<file path="src/rtl/mem_wb_stage.sv">
// mem_wb_stage: EX/MEM and MEM/WB pipeline registers plus the data-memory
// req/ack sequencer. It produces the MEM and WB forwarding sources for the EX
// stage and the stall that freezes IF, ID and EX while an access is pending.
// Optional build macro: MEM_PERF_CNT_EN adds the stall_cycles and mem_ops
// performance counters. When it is undefined, neither the ports nor the
// counter logic exist.
module mem_wb_stage #(
  parameter int unsigned ACK_TIMEOUT = 16,
  parameter int unsigned TCNT_W      = 8
) (
  input  logic        clk,
  input  logic        rst_n,
  input  logic        valid_ex,
  input  logic [31:0] ALUResult_ex,
  input  logic [31:0] MemWriteData_ex,
  input  logic [4:0]  rdAddr_ex,
  input  logic        RegWrite_ex,
  input  logic        MemRead_ex,
  input  logic        MemWrite_ex,
  input  logic        MemtoReg_ex,
  output logic        dmem_req,
  output logic        dmem_we,
  output logic [31:0] dmem_addr,
  output logic [31:0] dmem_wdata,
  input  logic        dmem_ack,
  input  logic [31:0] dmem_rdata,
  output logic        stall_mem,
  output logic        MemRead_mem,
  output logic [31:0] ALUResult_mem,
  output logic [4:0]  rdAddr_mem,
  output logic        RegWrite_mem,
  output logic [31:0] RegWriteData_wb,
  output logic [4:0]  rdAddr_wb,
  output logic        RegWrite_wb,
  output logic        bus_err
`ifdef MEM_PERF_CNT_EN
  ,
  output logic [31:0] stall_cycles,
  output logic [31:0] mem_ops
`endif
);

  typedef enum logic [1:0] {StIdle, StWait, StAbort} state_e;

  // Last WAIT cycle before giving up: after ACK_TIMEOUT wait cycles the access aborts.
  localparam logic [TCNT_W-1:0] TimeoutLast = TCNT_W'(ACK_TIMEOUT - 1);
  localparam logic [TCNT_W-1:0] CntMax      = {TCNT_W{1'b1}};

  state_e            state_q, state_d;
  logic [TCNT_W-1:0] cnt_q, cnt_d;

  // EX/MEM pipeline register
  logic        valid_mem_q;
  logic [31:0] alu_mem_q;
  logic [31:0] wdata_mem_q;
  logic [4:0]  rd_mem_q;
  logic        regwrite_mem_q;
  logic        memread_mem_q;
  logic        memwrite_mem_q;
  logic        memtoreg_mem_q;

  // MEM/WB pipeline register
  logic [31:0] wb_data_q, wb_data_d;
  logic [4:0]  wb_rd_q;
  logic        wb_we_q, wb_we_d;

  logic        bus_err_q;
  logic        memop;
  logic        in_abort;

  assign memop    = valid_mem_q & (memread_mem_q | memwrite_mem_q);
  assign in_abort = (state_q == StAbort);

  // Memory interface, stall and forwarding outputs. Address, direction and
  // store data come straight from EX/MEM, which is frozen while stalled, so
  // they stay stable from request to ack.
  always_comb begin
    dmem_req        = memop & ~in_abort;
    dmem_we         = valid_mem_q & memwrite_mem_q;
    dmem_addr       = alu_mem_q;
    dmem_wdata      = wdata_mem_q;
    stall_mem       = memop & ~dmem_ack & ~in_abort;
    MemRead_mem     = valid_mem_q & memread_mem_q;
    ALUResult_mem   = alu_mem_q;
    rdAddr_mem      = rd_mem_q;
    RegWrite_mem    = regwrite_mem_q;
    RegWriteData_wb = wb_data_q;
    rdAddr_wb       = wb_rd_q;
    RegWrite_wb     = wb_we_q;
    bus_err         = bus_err_q;
  end

  // EX/MEM register: advance when not stalled; an empty EX slot becomes a bubble.
  always_ff @(posedge clk or negedge rst_n) begin
    if (!rst_n) begin
      valid_mem_q    <= 1'b0;
      alu_mem_q      <= '0;
      wdata_mem_q    <= '0;
      rd_mem_q       <= '0;
      regwrite_mem_q <= 1'b0;
      memread_mem_q  <= 1'b0;
      memwrite_mem_q <= 1'b0;
      memtoreg_mem_q <= 1'b0;
    end else if (!stall_mem) begin
      valid_mem_q    <= valid_ex;
      alu_mem_q      <= ALUResult_ex;
      wdata_mem_q    <= MemWriteData_ex;
      rd_mem_q       <= rdAddr_ex;
      regwrite_mem_q <= valid_ex & RegWrite_ex;
      memread_mem_q  <= valid_ex & MemRead_ex;
      memwrite_mem_q <= valid_ex & MemWrite_ex;
      memtoreg_mem_q <= valid_ex & MemtoReg_ex;
    end
  end

  // Access sequencer: next state and saturating wait counter.
  always_comb begin
    state_d = state_q;
    cnt_d   = cnt_q;
    unique case (state_q)
      StIdle: begin
        cnt_d = '0;
        if (memop && !dmem_ack) begin
          state_d = StWait;
        end
      end
      StWait: begin
        cnt_d = (cnt_q == CntMax) ? cnt_q : cnt_q + TCNT_W'(1);
        if (!memop || dmem_ack) begin
          // Defensive exit on !memop; the stall keeps the access in place normally.
          state_d = StIdle;
          cnt_d   = '0;
        end else if (cnt_q >= TimeoutLast) begin
          state_d = StAbort;
          cnt_d   = '0;
        end
      end
      StAbort: begin
        state_d = StIdle;
        cnt_d   = '0;
      end
      default: begin
        state_d = StIdle;
        cnt_d   = '0;
      end
    endcase
  end

  // Sequencer state and wait counter registers.
  always_ff @(posedge clk or negedge rst_n) begin
    if (!rst_n) begin
      state_q <= StIdle;
      cnt_q   <= '0;
    end else begin
      state_q <= state_d;
      cnt_q   <= cnt_d;
    end
  end

  // Write-back selection. An aborted access retires without a register write,
  // and a store never writes the register file.
  always_comb begin
    wb_data_d = (memtoreg_mem_q && !in_abort) ? dmem_rdata : alu_mem_q;
    wb_we_d   = regwrite_mem_q & ~memwrite_mem_q & ~in_abort;
  end

  // MEM/WB register: holds while stalled so the WB forwarding source stays valid.
  always_ff @(posedge clk or negedge rst_n) begin
    if (!rst_n) begin
      wb_data_q <= '0;
      wb_rd_q   <= '0;
      wb_we_q   <= 1'b0;
    end else if (!stall_mem) begin
      wb_data_q <= wb_data_d;
      wb_rd_q   <= rd_mem_q;
      wb_we_q   <= wb_we_d;
    end
  end

  // Sticky bus error: set by any aborted access, cleared only by reset.
  always_ff @(posedge clk or negedge rst_n) begin
    if (!rst_n) begin
      bus_err_q <= 1'b0;
    end else if (in_abort && memop) begin
      bus_err_q <= 1'b1;
    end
  end

`ifdef MEM_PERF_CNT_EN
  logic access_end;

  assign access_end = memop & (dmem_ack | in_abort);

  // Performance counters: stall cycles and finished (completed or aborted) accesses.
  always_ff @(posedge clk or negedge rst_n) begin
    if (!rst_n) begin
      stall_cycles <= '0;
      mem_ops      <= '0;
    end else begin
      if (stall_mem) begin
        stall_cycles <= stall_cycles + 32'd1;
      end
      if (access_end) begin
        mem_ops <= mem_ops + 32'd1;
      end
    end
  end
`endif

endmodule

</file>
<file path="config.mk">
export PLATFORM = sky130hd
export DESIGN_NAME = mem_wb_stage
export DESIGN_NICKNAME = d
export VERILOG_FILES = /design/src/rtl/mem_wb_stage.sv
export SDC_FILE = /design/constraint.sdc
export NUM_CORES = 1
export LEC_CHECK = 0
export CAP_MARGIN = 20
export CORE_MARGIN = 5
export CORE_UTILIZATION = 36
export DETAILED_ROUTE_END_ITERATION = 10
export GPL_ROUTABILITY_DRIVEN = 0
export PLACE_DENSITY = 0.77
export SYNTH_ARGS = -nofsm -noshare
export SYNTH_HDL_FRONTEND = slang
export SYNTH_SLANG_ARGS = --single-unit
</file>
<file path="constraint.sdc">
create_clock -name clk -period 1.85 [get_ports clk]
set_input_delay 0.37 -clock clk [delete_from_list [all_inputs] [get_ports clk]]
set_output_delay 0.37 -clock clk [all_outputs]
set_load 0.01 [all_outputs]
</file>
==> qor.yml, run 1 <==
sta:
  rsz0062_at_grt: "yes"
  hold_viol_final: 0
  fin_setup_tns_ns: 0
  finClkSkew_ns: 0.008456
  hold_slack_ns: 0.4457
  setup_violations: 0
  period_needed_ns: 1.834
  min_period_over_period_pct: 99.12
  timing.fmax_ghz: 0.5453
  slew_viol_final: 0
  slew_headroom_pct: 57.59
  worst_pin_slew_ns: 0.6362
worst_setup_path:
  cp-startpoint: "memread_mem_q$_DFFE_PN0N_"
  required_ns: 1.48
  cp_data_arrival_time_ns: 1.46
  crit_type: "reg2out"
  timing.rr.start: "memread_mem_q$_DFFE_PN0N_"
  critPathCaptureType: "output port"
  start_kind: "flop"
  crit_fanout: 3
cts:
  cts_root_buf: "clkbuf_16"
  clock-sinks: 123
  cts_tree: "built"
  cts.path.max_buffers: 2
  clk_latency_ns: 0.41
  ctsHtreeMaxLevel: 4
  numCtsBuffers: 17
  path_clk_slew_ns: 0.06
grt:
  gr-total-overflow: 0
  grt_util_all_layers_pct: 18.61
  grt_pass1_vias: 4807
  grt_first_pass_wirelength_um: 26200
  antenna_found_initial: 0
  grt_max_degree: 66
finish:
  final_cells: 874
  final_layout_size_suffix_gt1_share_pct: 18.51
  nNetsFinal: 783
  diodes: 0
  nFillCells: 1220
  fin_area_um2: 8622
  synthToLayoutAreaGrowth_pct: 58.01
hold_path:
  hold_class: "in2async"
power:
  peakVddDrop_uv: 558.6
  p_leak_nw: 3.572
  p_per_area_nw_per_um2: 954.3
  power_mw: 8.228
die:
  coreArea_um2: 15030
  die_height_um: 133.1
  rows: 45
  die_area_um2: 17720
  io_pins: 254
  dieWidth_um: 133.1
  initial_core_util_pct: 36.30
placed_design:
  placed_area_um2: 8006
  dpl.cell_count: 841
  hpwl_um: 12090
  io_buffers: 253
routing:
  dr.first_iter.drc_count: 132
  vias: 4478
  routed_via_density: 5.124
  routedWlPerCell_um: 18.76
  route.detailed.drc: 0
  wl_um: 16390
  ant_nets: 0
  first_pass_iters: 4
yosys:
  seq_area_frac_synth_pct: 56.41
  yosys.area.top_type: "dfrtp_1"
  syn_inst: 443
  synth-seq-cells: 123
  synthTopCellsByCount: "dfrtp_1 (123), mux2_2 (46), nor4_1 (35)"
  synth_edf_count: 0
  ys_top_cells_by_area: "dfrtp_1 (56%), mux2_2 (9.5%), mux2_4 (5.5%)"
  syn_area_um2: 5456
  ys.warnings.count: 0
  avgSynthCellArea_um2: 12.32
  yosysTopAreaCellShare_pct: 56.41
  ys.flop_type: "dfrtp_1"
  yosysMostFrequentCell: "dfrtp_1"
  synth_async_sr_flop_share_pct: 100.0
  synth.distinct_cells: 33
outcome:
  status: "finished clean"
flow_run:
  maxCapViolations: 0
[placed cells by master, fill, tap and decap left out, types with 5 or more instances in the layout]
master,instances
a31oi_1,33
dfrtp_1,123
mux2_2,46
nand2_1,7
o21ai_0,32
clkinv_4,5
buf_4,19
mux2_1,9
clkdlybuf4s50_1,248
mux2_4,20
nor4_1,35
inv_1,5
clkbuf_16,17
nand3_1,33
[cell type report]
cell class | count | area [um2] | area share (%)
repair buffers | 277 | 2758 | 31.98
inverters | 6 | 25.02 | 0.2902
clock buffers | 20 | 456.7 | 5.297
multi-input cells | 248 | 1931 | 22.39
clock inverters | 12 | 138.9 | 1.611
flip-flops and latches | 123 | 3078 | 35.70
well taps | 188 | 235.2 | 2.728
[cells by family (layout without fill, tap and decap cells)]
kind of cell               count (synthesis)  in the layout  synth area share (%)
DFF                                      123            123                 56.41
other                                      1              4               0.06873
muxes                                     79             79                 17.59
AOI/OAI and AO/OA                         72             72                 7.567
adders and majority gates                  1              1                0.2293
and+or+nand+nor                           92             92                 9.447
buffers and inverters                     75            315                 8.691
[report_power, final]
group          switching, mW  total (mW)  internal (mW)
sequential             0.197        3.17           2.98
combinational          0.702        1.76           1.06
clock                   1.23        3.29           2.07
[state kept, by name, summed over array words and instances, names as in the netlist]
| name | cells |
|---|---|
| ALUResult_mem | 32 |
| RegWriteData_wb | 32 |
| RegWrite_mem | 1 |
| RegWrite_wb | 1 |
| bus_err | 1 |
| cnt_q | 8 |
| dmem_wdata | 32 |
| memread_mem_q | 1 |
| memtoreg_mem_q | 1 |
| memwrite_mem_q | 1 |
| rdAddr_mem | 5 |
| rdAddr_wb | 5 |
| state_q | 2 |
| valid_mem_q | 1 |
[routing by layer]
metal	global-route usage, %	vias up	routed length [um]	part of all wire (%)
met2	32.59	202	8632	53
met4	7.886	0	510	3.1
met3	5.891	35	1127	6.9
met5	0	-	0	0
met1	20.97	2207	6124	37
li1	-	2034	-	-
[repair_timing]
| action | 4_1_cts | 5_1_grt |
|---|---|---|
| hold buffers | 1 | 0 |
| endpoints found under the setup margin | 4 | 22 |
| hold endpoints to repair | 26 | 0 |
| resized for setup | 11 | 2 |
| pin swaps | 1 | 0 |
| setup buffers | 0 | 0 |
[worst max-delay path, cell delays in order, from the launching register on]
cell	delay [ns]
dfrtp_1	0.41
o21ai_4	0.07
or3_4	0.39
inv_4	0.09
buf_6	0.10
[path summary, 6_finish.rpt]
check	slack [ns]	cells after the start	end
max reg2reg	0.09	6	dmem_wdata[20]$_DFFE_PN0N_
min reg2reg	0.48	1	bus_err$_DFFE_PN0P_
min in group clk	0.48	1	bus_err$_DFFE_PN0P_
max	0.02	4	stall_mem
max in group asynchronous	0.78	3	dmem_wdata[25]$_DFFE_PN0N_
min	0.45	2	ALUResult_mem[12]$_DFFE_PN0N_
[per-stage QoR]
stage,setup WS [ns],util [%]
final,0.01626,57.35
after global routing,-0.05831,57.35
after CTS,-0.01478,57.30
after detailed placement,-0.4176,53.26
after global placement,-0.4313,53.26
after floorplan,0.1385,-
Power figures use the tool's default switching activity.
==> run 2, diff against run 1 <==
CORE_UTILIZATION = 42   (was 36)
PLACE_DENSITY = 0.87   (was 0.77)
==> run 2 against run 1 <==
Register-to-register slack about the same. Clock power up 3%. Critical path type unchanged. Hold slack worse by 0.0047 ns. Sequential power about the same. Routed wire length up 2.3%. Largest cell class unchanged. Via count up 1.2%. Non-clock buffer count down 3. Sequential share of layout area up 0.18 points. Clock skew up 0.0021 ns.
==> qor.yml, run 2 (same netlist as run 1, synthesis figures left out) <==
outcome:
  status: "finished clean"
routing:
  routedWlPerCell_um: 19.61  # +4.6%
  dr.first_iter.drc_count: 214  # +62%
  vias: 4530  # +1.2%
  first_pass_iters: 4  # unchanged
  ant_nets: 0  # unchanged
  wl_um: 16770  # +2.3%
  route.detailed.drc: 0  # unchanged
  routed_via_density: 5.298  # +3.4%
cts:
  clk_latency_ns: 0.41  # about the same
  path_clk_slew_ns: 0.05  # about the same
  ctsHtreeMaxLevel: 4  # unchanged
  cts.path.max_buffers: 2  # unchanged
  cts_tree: "built"
  clock-sinks: 123  # unchanged
  numCtsBuffers: 17  # unchanged
  cts_root_buf: "clkbuf_16"
placed_design:
  dpl.cell_count: 821  # -2.4%
  hpwl_um: 11900  # -1.5%
  io_buffers: 253  # unchanged
  dp_slack_ns: -0.4378  # -0.02015 ns
finish:
  final_cell_mix: "clkdlybuf4s50_1 (248), dfrtp_1 (122), mux2_2 (46)"
  synthToLayoutAreaGrowth_pct: 57.28
  diodes: 0  # unchanged
  final_cells: 855  # -2.2%
  final_layout_size_suffix_gt1_share_pct: 18.30  # -0.21 points
  layout_commonest_cell: "clkdlybuf4s50_1"
  nNetsFinal: 780  # -0.38%
worst_setup_path:
  crit_type: "reg2out"
  crit_fanout: 3  # unchanged
  start_kind: "flop"
  required_ns: 1.48  # about the same
  critPathCaptureType: "output port"
  cp_data_arrival_time_ns: 1.46  # about the same
sta:
  min_period_over_period_pct: 98.70  # -0.42 points
  timing.fmax_ghz: 0.5477  # +0.43%
  slew_viol_final: 0  # unchanged
  slew_headroom_pct: 57.94  # +0.35 points
  period_needed_ns: 1.826  # -0.007786 ns
  fin_ws_ns: 0.02405  # +0.007786 ns
  hold_viol_final: 0  # unchanged
  rsz0062_at_grt: "yes"
  finClkSkew_ns: 0.01060  # +0.002149 ns
  setup_violations: 0  # unchanged
  worst_pin_slew_ns: 0.6309  # -0.005314 ns
hold_path:
  hold_class: "in2async"
grt:
  gr-total-overflow: 0  # unchanged
  grt_first_pass_wirelength_um: 25790  # -1.6%
  grt_util_all_layers_pct: 21.85  # +3.2 points
  antenna_found_initial: 0  # unchanged
  grt_pass1_vias: 4996  # +3.9%
  grt_max_degree: 66  # unchanged
die:
  die_height_um: 124.0  # -6.9%
  rows: 41  # -8.9%
  coreArea_um2: 12670  # -16%
  initial_core_util_pct: 43.06  # +6.8 points
  dieWidth_um: 124.0  # -6.9%
  die_area_um2: 15370  # -13%
  io_pins: 254  # unchanged
flow_run:
  maxCapViolations: 0  # unchanged
power:
  power_mw: 8.336  # +1.3%
  peakVddDrop_uv: 590.2  # +5.7%
  p_leak_nw: 3.574  # about the same
  p_per_area_nw_per_um2: 971.4  # +1.8%
[run 2: cell type report]
type                    count  area [um2]
clock inverters             6       80.08
multi-input cells         248        1931
inverters                   6       25.02
repair buffers            274        2713
well taps                 172       215.2
fillers                   924        4089
clock buffers              26       539.3
flip-flops and latches    123        3079
[run 2: worst max-delay path, cell delays in order (launching register included)]
cell	delay (ns)
dfrtp_1	0.40
o21ai_4	0.06
or3_4	0.39
inv_4	0.09
buf_6	0.10
[run 2: stage by stage]
stage,util (%),hold WS [ns],cell area [um2],TNS (ns)
after floorplan,-,0.07441,5468,0
after global placement,62.69,0.3244,7944,-24.71
after detailed placement,62.69,0.3325,7944,-26.69
after CTS,67.69,0.4401,8577,-0.006318
after global routing,67.73,0.4741,8582,-0.03888
final,67.73,0.4409,8582,0
[run 2: final timing paths]
path | from | to | slack (ns) | depth (start not counted)
setup / recovery | memread_mem_q$_DFFE_PN0N_ | stall_mem | 0.02 | 4
hold / removal | rst_n | ALUResult_mem[30]$_DFFE_PN0N_ | 0.44 | 2
setup reg to reg | memread_mem_q$_DFFE_PN0N_ | dmem_wdata[14]$_DFFE_PN0N_ | 0.09 | 5
hold reg to reg | bus_err$_DFFE_PN0P_ | bus_err$_DFFE_PN0P_ | 0.48 | 1
max in group asynchronous | rst_n | rdAddr_mem[1]$_DFFE_PN0N_ | 0.78 | 3
min in group clk | bus_err$_DFFE_PN0P_ | bus_err$_DFFE_PN0P_ | 0.48 | 1
[run 2: metal layers]
layer	wire [um]	track usage (%)	share of wire [%]
met5	0	0	0
met4	444	9.719	2.6
met3	1216	6.131	7.3
met2	8859	38.22	53
met1	6249	24.87	37
[run 2: where the power goes]
part           total, mW  internal [mW]  switching, mW
combinational       1.76           1.05          0.707
sequential          3.18           2.98          0.205
clock               3.40           2.26           1.13
[run 2: timing repair]
action / 4_1_cts / 5_1_grt
hold buffers: 1 / 0
setup buffers: 0 / 1
pin swaps: 1 / 0
gates resized for setup: 11 / 3
endpoints found under the setup margin: 9 / 4
endpoints found under the hold margin: 26 / 0
==> run 3, diff against run 2 <==
ABC_CLOCK_PERIOD_IN_PS = 1850   (was unset)
==> results of run 3 <==
Same layout as run 2: the final DEF is identical, and so are final timing and power.
